==> src/rtl/shiftreg_pkg.sv <==
// Shared definitions for the framed SPI shift register: bit-order encodings,
// frame state type and a constant-foldable ceil(log2) helper.
package shiftreg_pkg;

  localparam logic MSB_FIRST = 1'b0;
  localparam logic LSB_FIRST = 1'b1;

  typedef enum logic {
    IDLE   = 1'b0,
    ACTIVE = 1'b1
  } frameState_t;

  // Smallest r with 2**r >= value; used to size the bit counter.
  function automatic int clog2(input int value);
    int result;
    int remaining;
    result    = 0;
    remaining = value - 1;
    while (remaining > 0) begin
      result++;
      remaining = remaining >> 1;
    end
    return result;
  endfunction

endpackage

==> src/rtl/framed_bit_counter.sv <==
// WIDTH-modulo shift counter. Clear wins over enable; the wrap pulse is
// registered so it is seen in the cycle after the final shift of a word.
module framed_bit_counter #(
  parameter int WIDTH = 8,
  parameter int CNT_W = 3
) (
  input  logic             clk,
  input  logic             resetN,
  input  logic             clear,
  input  logic             enable,
  output logic [CNT_W-1:0] count,
  output logic             wrap
);

  localparam logic [CNT_W-1:0] LAST = CNT_W'(WIDTH - 1);

  // Count shifts, wrap to zero after the last bit and flag the wrap for one cycle.
  always_ff @(posedge clk or negedge resetN) begin
    if (!resetN) begin
      count <= '0;
      wrap  <= 1'b0;
    end else begin
      wrap <= 1'b0;
      if (clear) begin
        count <= '0;
      end else if (enable) begin
        if (count == LAST) begin
          count <= '0;
          wrap  <= 1'b1;
        end else begin
          count <= count + CNT_W'(1);
        end
      end
    end
  end

endmodule

==> src/rtl/framed_shift_register.sv <==
// SPI-side shift register with split sample/shift edges, run-time bit order,
// chip-select framing and an end-of-word strobe.
//
//  state  | meaning
//  IDLE   | chip-select released; edges ignored, bit counter held at zero
//  ACTIVE | chip-select asserted; edges capture/shift, counter tracks the word
//
// Edge gating follows frameActive directly so the very first edge of a frame
// (while the state register still reads IDLE) is honoured.
module framed_shift_register
  import shiftreg_pkg::*;
#(
  parameter int WIDTH         = 8,
  parameter bit SAMPLE_BYPASS = 1'b0,
  localparam int CNT_W        = clog2(WIDTH)
) (
  input  logic             clk,
  input  logic             resetN,
  input  logic             frameActive,
  input  logic             sampleEdge,
  input  logic             shiftEdge,
  input  logic             lsbFirst,
  input  logic             parallelLoad,
  input  logic [WIDTH-1:0] parallelDataIn,
  input  logic             serialDataIn,
  output logic [WIDTH-1:0] parallelDataOut,
  output logic             serialDataOut,
  output logic [CNT_W-1:0] bitCount,
  output logic             wordDone
);

  frameState_t      state;
  frameState_t      nextState;
  logic [WIDTH-1:0] shreg;
  logic             sampledBit;
  logic             inBit;
  logic             sampleEn;
  logic             shiftEn;
  logic             cntClear;

  // Frame state register.
  always_ff @(posedge clk or negedge resetN) begin
    if (!resetN) begin
      state <= IDLE;
    end else begin
      state <= nextState;
    end
  end

  // Frame transitions and edge qualification; a load always clears the counter.
  always_comb begin
    nextState = state;
    sampleEn  = 1'b0;
    shiftEn   = 1'b0;
    cntClear  = 1'b1;
    case (state)
      IDLE: begin
        if (frameActive) begin
          nextState = ACTIVE;
          sampleEn  = sampleEdge;
          shiftEn   = shiftEdge & ~parallelLoad;
          cntClear  = parallelLoad;
        end
      end
      ACTIVE: begin
        if (!frameActive) begin
          nextState = IDLE;
        end else begin
          sampleEn  = sampleEdge;
          shiftEn   = shiftEdge & ~parallelLoad;
          cntClear  = parallelLoad;
        end
      end
      default: nextState = IDLE;
    endcase
  end

  assign inBit = SAMPLE_BYPASS ? serialDataIn : sampledBit;

  // Shift datapath: load beats shift; direction chosen by lsbFirst each cycle.
  always_ff @(posedge clk or negedge resetN) begin
    if (!resetN) begin
      shreg <= '0;
    end else if (parallelLoad) begin
      shreg <= parallelDataIn;
    end else if (shiftEn) begin
      if (lsbFirst == LSB_FIRST) begin
        shreg <= {inBit, shreg[WIDTH-1:1]};
      end else begin
        shreg <= {shreg[WIDTH-2:0], inBit};
      end
    end
  end

  // Capture the serial input on the sample edge; a same-cycle shift still sees the old bit.
  always_ff @(posedge clk or negedge resetN) begin
    if (!resetN) begin
      sampledBit <= 1'b0;
    end else if (sampleEn) begin
      sampledBit <= serialDataIn;
    end
  end

  framed_bit_counter #(
    .WIDTH (WIDTH),
    .CNT_W (CNT_W)
  ) uBitCounter (
    .clk    (clk),
    .resetN (resetN),
    .clear  (cntClear),
    .enable (shiftEn),
    .count  (bitCount),
    .wrap   (wordDone)
  );

  assign parallelDataOut = shreg;
  assign serialDataOut   = (lsbFirst == LSB_FIRST) ? shreg[0] : shreg[WIDTH-1];

endmodule

==> config.mk <==
export PLATFORM = sky130hd
export DESIGN_NAME = framed_shift_register
export DESIGN_NICKNAME = d
export VERILOG_FILES = /design/src/rtl/shiftreg_pkg.sv /design/src/rtl/framed_bit_counter.sv /design/src/rtl/framed_shift_register.sv
export SDC_FILE = /design/constraint.sdc
export NUM_CORES = 1
export LEC_CHECK = 0
export ABC_AREA = 1
export BUFFER_PORTS_ARGS = -buffer_cell sky130_fd_sc_hd__buf_2
export CAP_MARGIN = 20
export CORE_MARGIN = 2
export CORE_UTILIZATION = 46
export DETAILED_ROUTE_END_ITERATION = 6
export GPL_TIMING_DRIVEN = 0
export PLACE_DENSITY = 0.75
export SETUP_SLACK_MARGIN = 0.15
export SLEW_MARGIN = 20
export SYNTH_ARGS = -nofsm -noshare
export SYNTH_HDL_FRONTEND = slang
export SYNTH_SLANG_ARGS = --single-unit
export TNS_END_PERCENT = 50
==> constraint.sdc <==
create_clock -name clk -period 1.8 [get_ports clk]
set_input_delay 0.18 -clock clk [delete_from_list [all_inputs] [get_ports clk]]
set_output_delay 0.18 -clock clk [all_outputs]
set_load 0.02 [all_outputs]
==> results.json, run 1 <==
{
  "gp_congestion": 0.788,
  "area_growth_pct": 25.5,
  "dp_hpwl_mm": 1.23,
  "syn-cell-area_sq_um": 749,
  "die_area_sq_um": 1970,
  "fin_tns_setup_ps": 0,
  "place_area_sq_um": 905,
  "r2r.worst_path.cells": 4,
  "slowest_stage": "dfrtp_1",
  "grt_use_total": 0.191,
  "ys_types": 16,
  "path_max_fanout": 4,
  "cp.required_ps": 2000,
  "first_global_vias": 647,
  "fin_area_sq_um": 941,
  "pre_cts_ws_ps": 460,
  "drive_gt1_frac": 0.362,
  "drcViolationCount": 0,
  "slowest_delay_ps": 420,
  "clockBufferDepth": 2,
  "clk_pin_slew_worst_paths_ps": 80,
  "clock.fmax_mhz": 751,
  "worstSetupPathType": "reg -> reg",
  "highest_layer": "met4",
  "status": "completed",
  "final_util": 0.617,
  "worst_pin_slew_ps": 297,
  "tritoncts": "yes",
  "dp_cells": 141,
  "period_minus_slack_ps": 1330,
  "core_sq_um": 1520,
  "first_pass_iters": 5,
  "crit_top_cell": "ha_1",
  "diodes": 0,
  "worstReg2RegEnd": "uBitCounter.count[0]",
  "die_y_um": 44.4,
  "dieWidth_um": 44.4,
  "grt_antenna_before_repair": 0,
  "hold_class": "in -> reg",
  "route.met2.wl_um": 736,
  "max-vdd-ir-drop_mv": 0.442,
  "clk_latency_ps": 270,
  "syn_avg_cell_area_sq_um": 7.65,
  "wl_per_cell_um": 11.2,
  "wirelength_mm": 1.64,
  "htreeDepth": 1,
  "mostFrequentLayoutCell": "nand2_1",
  "critPathArrivalTime_ps": 1530,
  "syn_inst": 98,
  "drt_iter0_markers": 18,
  "antenna_left": 0,
  "n_fill_cell": 153,
  "r2r_slack_ps": 470,
  "hold_buffers": 1,
  "min_period_over_period": 0.740,
  "fin_ws_ps": 468,
  "nNetsFinal": 149,
  "post_cts_buffers": 0,
  "reg2reg_from": "uBitCounter.count[0]",
  "crit_path_end_kind": "flop",
  "power_density_nw_per_um2": 772,
  "path_buf_inv": 0,
  "cts_buffers": 3,
  "ios": 29,
  "slew_headroom": 0.802,
  "whs_path_depth": 2,
  "rsz0062_at_grt": "no",
  "port-buffer-count": 27,
  "vias": 746,
  "rows": 14,
  "p_leak_nw": 0.529,
  "clock_skew_ps": 1.25,
  "hold_viol": 0,
  "grt_pass1_wl_mm": 2.70,
  "ys_ff_latch": 13,
  "max-cap-violations": 0,
  "dr_wl_met3_um": 69,
  "met1_length_um": 803,
  "clock-sinks": 13,
  "setup.worst_path.start_class": "flop",
  "finalNonFillerCells": 146,
  "hold_path_startpoint": "sampleEdge",
  "synth_warnings": 0,
  "cts-root-buf": "clkbuf_4",
  "crit_family": "flip-flops",
  "final_cell_mix": "39 x nand2_1, 28 x buf_2, 17 x nand3_1",
  "min_to": "inBit",
  "vias_per_cell": 5.11,
  "cts_resized": 0,
  "initial_utilization": 0.492,
  "seq_area_frac_synth": 0.434,
  "setup_violations": 0,
  "synth_fp_nets": 116,
  "overflow": 0,
  "drv_slew": 0,
  "crit_chain": "ha_1 > ha_1 > or2_2 > o21ai_0",
  "grt_max_degree": 14
}
-- through the flow --
stage,power (mW),hold slack [ps]
2_1_floorplan,0.477,-116
3_3_place_gp,0.545,86.5
3_5_place_dp,0.550,90.5
4_1_cts,0.735,99.6
5_1_grt,0.775,108
6_report,0.727,103
-- kinds of logic after synthesis --
kind of cell | after synthesis | synth area share
buffers and inverters | 10 | 0.0885
adder cells (fa/ha/maj) | 2 | 0.0334
AO/OA/AOI/OAI | 6 | 0.0467
flip-flops | 13 | 0.434
AND/OR/NAND/NOR | 67 | 0.397
-- where the power goes --
group,internal [mW],total (mW),switching (mW)
clock,0.0859,0.181,0.0950
sequential,0.321,0.353,0.0317
combinational,0.0770,0.193,0.116
-- final cells by class --
| type | instances | area (sq um) | area share |
|---|---|---|---|
| tap | 16 | 20.0 | 0.0213 |
| buffer | 3 | 27.5 | 0.0293 |
| sequential | 13 | 325 | 0.346 |
| inverter | 7 | 38.8 | 0.0412 |
| timing repair buffer | 28 | 145 | 0.154 |
| multi-input combinational | 75 | 358 | 0.380 |
| clock buffer | 4 | 26.3 | 0.0279 |
-- routing by layer --
metal | vias to the layer above | track usage
met5 | - | 0
met4 | 0 | 0.109
met3 | 4 | 0.0367
met2 | 21 | 0.279
met1 | 345 | 0.263
li1 | 376 | -
-- state kept, by name, summed over array words and instances, names as in the netlist --
register           count
parallelDataOut        8
uBitCounter.count      3
inBit                  1
uBitCounter.wrap       1
-- Yosys cell counts (all sizes together) --
cell type  instances  area share
nand2             39        0.20
nand3             17        0.11
a21o               1       0.012
o21ai              3       0.020
dfrtp             13        0.43
inv                6       0.030
nor2               2       0.013
clkinv             1       0.022
a31oi              1      0.0084
or2                9       0.075
ha                 2       0.033
a21oi              1      0.0067
buf                3       0.037
-- worst max-delay path by stage --
stage,to,start,depth (start not counted)
3_3_place_gp,uBitCounter.count[0],uBitCounter.count[0],4
3_5_place_dp,uBitCounter.count[0],uBitCounter.count[0],4
2_1_floorplan,uBitCounter.count[0],uBitCounter.count[0],4
6_report,uBitCounter.count[0],uBitCounter.count[0],4
4_1_cts,uBitCounter.count[0],uBitCounter.count[0],4
5_1_grt,uBitCounter.count[0],uBitCounter.count[0],4
(Power assumes the default switching activity.)
==> run 2, diff against run 1 <==
- CORE_UTILIZATION: 46 -> 42
- PLACE_DENSITY: 0.75 -> 0.72
- clock period: 1.8 -> 1.1 ns (I/O delays scaled with it)
==> results.json, run 2 (same netlist as run 1, synthesis figures left out) <==
{
  "status": "finished with violations",
  "violations": "negative setup slack",
  "worstSetupPathType": "reg -> reg",
  "die_area_sq_um": 2140,
  "fin_area_sq_um": 1160,
  "power.total_mw": 1.37,
  "hold_viol": 0,
  "rsz0062_at_grt": "yes",
  "cp.required_ps": 1320,
  "slew_headroom": 0.801,
  "r2r.worst_path.cells": 4,
  "whs_path_depth": 2,
  "setup.worst_path.start_class": "flop",
  "first_global_vias": 709,
  "grt_antenna_before_repair": 0,
  "rows": 15,
  "worstReg2RegEnd": "uBitCounter.count[0]",
  "max-cap-violations": 0,
  "wl_per_cell_um": 11.5,
  "port-buffer-count": 27,
  "setup_violations": 1,
  "path_max_fanout": 2,
  "drv_slew": 0,
  "cts_buffers": 3,
  "initial_utilization": 0.439,
  "area_growth_pct": 55.3,
  "pre_cts_ws_ps": -35.1,
  "vias": 778,
  "drcViolationCount": 0,
  "drt_iter0_markers": 18,
  "place_area_sq_um": 946,
  "clock_skew_ps": 5.36,
  "die_y_um": 46.2,
  "first_pass_iters": 4,
  "final_cell_mix": "36 x nand2_1, 16 x buf_2, 16 x buf_6, 16 x nand3_1, 11 x dfrtp_1",
  "core_sq_um": 1710,
  "reg2reg_from": "uBitCounter.count[0]",
  "antenna_left": 0,
  "p_leak_nw": 0.600,
  "hold_class": "in -> reg",
  "crit_top_cell": "ha_4",
  "dieWidth_um": 46.2,
  "cts-root-buf": "clkbuf_4",
  "final_util": 0.681,
  "grt_use_total": 0.203,
  "max-vdd-ir-drop_mv": 0.734,
  "period_minus_slack_ps": 1140,
  "vias_per_cell": 4.69,
  "grt_max_degree": 14,
  "crit_family": "flip-flops",
  "dp_hpwl_mm": 1.17,
  "min_to": "inBit",
  "wirelength_mm": 1.91,
  "ios": 29,
  "min_period_over_period": 1.03,
  "clock.fmax_mhz": 878,
  "clockBufferDepth": 2,
  "power_density_nw_per_um2": 1180,
  "nNetsFinal": 160,
  "grt_pass1_wl_mm": 3.03,
  "crit_chain": "ha_4 > ha_4 > or2_4 > o21ai_2",
  "mostFrequentLayoutCell": "nand2_1",
  "gp_congestion": 0.817,
  "tritoncts": "yes",
  "drive_gt1_frac": 0.475,
  "clk_pin_slew_worst_paths_ps": 90,
  "fin_ws_ps": -38.5,
  "slowest_delay_ps": 440,
  "hold_path_startpoint": "sampleEdge",
  "hold-worst-slack_ps": 21.8,
  "crit_path_end_kind": "flop",
  "r2r_slack_ps": -40,
  "path_buf_inv": 0,
  "overflow": 0,
  "critPathArrivalTime_ps": 1360,
  "largest_reg_flops": 8,
  "clk_latency_ps": 290,
  "diodes": 0,
  "worst_pin_slew_ps": 299,
  "htreeDepth": 1,
  "slowest_stage": "dfrtp_2",
  "clock-sinks": 13
}
==> run 2: layout make-up <==
| class | instances | area, sq um |
|---|---|---|
| clock buffers | 4 | 26.3 |
| plain buffers | 3 | 27.5 |
| multi-input cells | 75 | 402 |
| flip-flops and latches | 13 | 328 |
| fillers | 144 | 544 |
| inverters | 7 | 38.8 |
| well taps | 25 | 31.3 |
| repair buffers | 39 | 310 |
==> run 2: per-layer routing <==
| layer | share of wire | track usage |
|---|---|---|
| met4 | 0.019 | 0.126 |
| met3 | 0.055 | 0.0431 |
| met1 | 0.44 | 0.252 |
| met5 | 0 | 0 |
| met2 | 0.48 | 0.317 |
==> run 2: repair_timing <==
| item | in CTS | in global routing |
|---|---|---|
| endpoints found under the setup margin | 16 | 17 |
| resized for setup | 20 | 12 |
| hold endpoints to repair | 13 | 0 |
| pin swaps | 3 | 4 |
| hold buffers | 1 | 0 |
| buffers inserted | 6 | 5 |
==> run 2: through the flow <==
stage,TNS (ps),cells
finish,-38.5,166
global route,-129,166
CTS,-40.2,161
detailed placement,-35.1,150
global placement,-25.7,150
floorplan,-74.1,98
==> run 2: where the power goes <==
group / internal, mW / total (mW) / switching [mW]
Clock: 0.141 / 0.314 / 0.173
Sequential: 0.526 / 0.572 / 0.0464
Combinational: 0.248 / 0.483 / 0.235
==> run 2: worst register-to-register path, delay by kind of cell (launching register included) <==
family | cells | cell delay [ps]
AND/OR/NAND/NOR | 1 | 220
adder cells (fa/ha/maj) | 2 | 320
flip-flops | 1 | 440
AO/OA/AOI/OAI | 1 | 100
==> run 2: how the worst max path moves through the flow <==
| stage | start | end | slack, ps | cells past startpoint |
|---|---|---|---|---|
| 5_1_grt | uBitCounter.count[0] | uBitCounter.count[0] | -70 | 4 |
| 4_1_cts | uBitCounter.count[0] | uBitCounter.count[0] | -40 | 4 |
| 6_report | uBitCounter.count[0] | uBitCounter.count[0] | -40 | 4 |
| 2_1_floorplan | uBitCounter.count[0] | uBitCounter.count[0] | -70 | 4 |
| 3_5_place_dp | uBitCounter.count[0] | uBitCounter.count[0] | -40 | 4 |
| 3_3_place_gp | uBitCounter.count[0] | uBitCounter.count[0] | -30 | 4 |
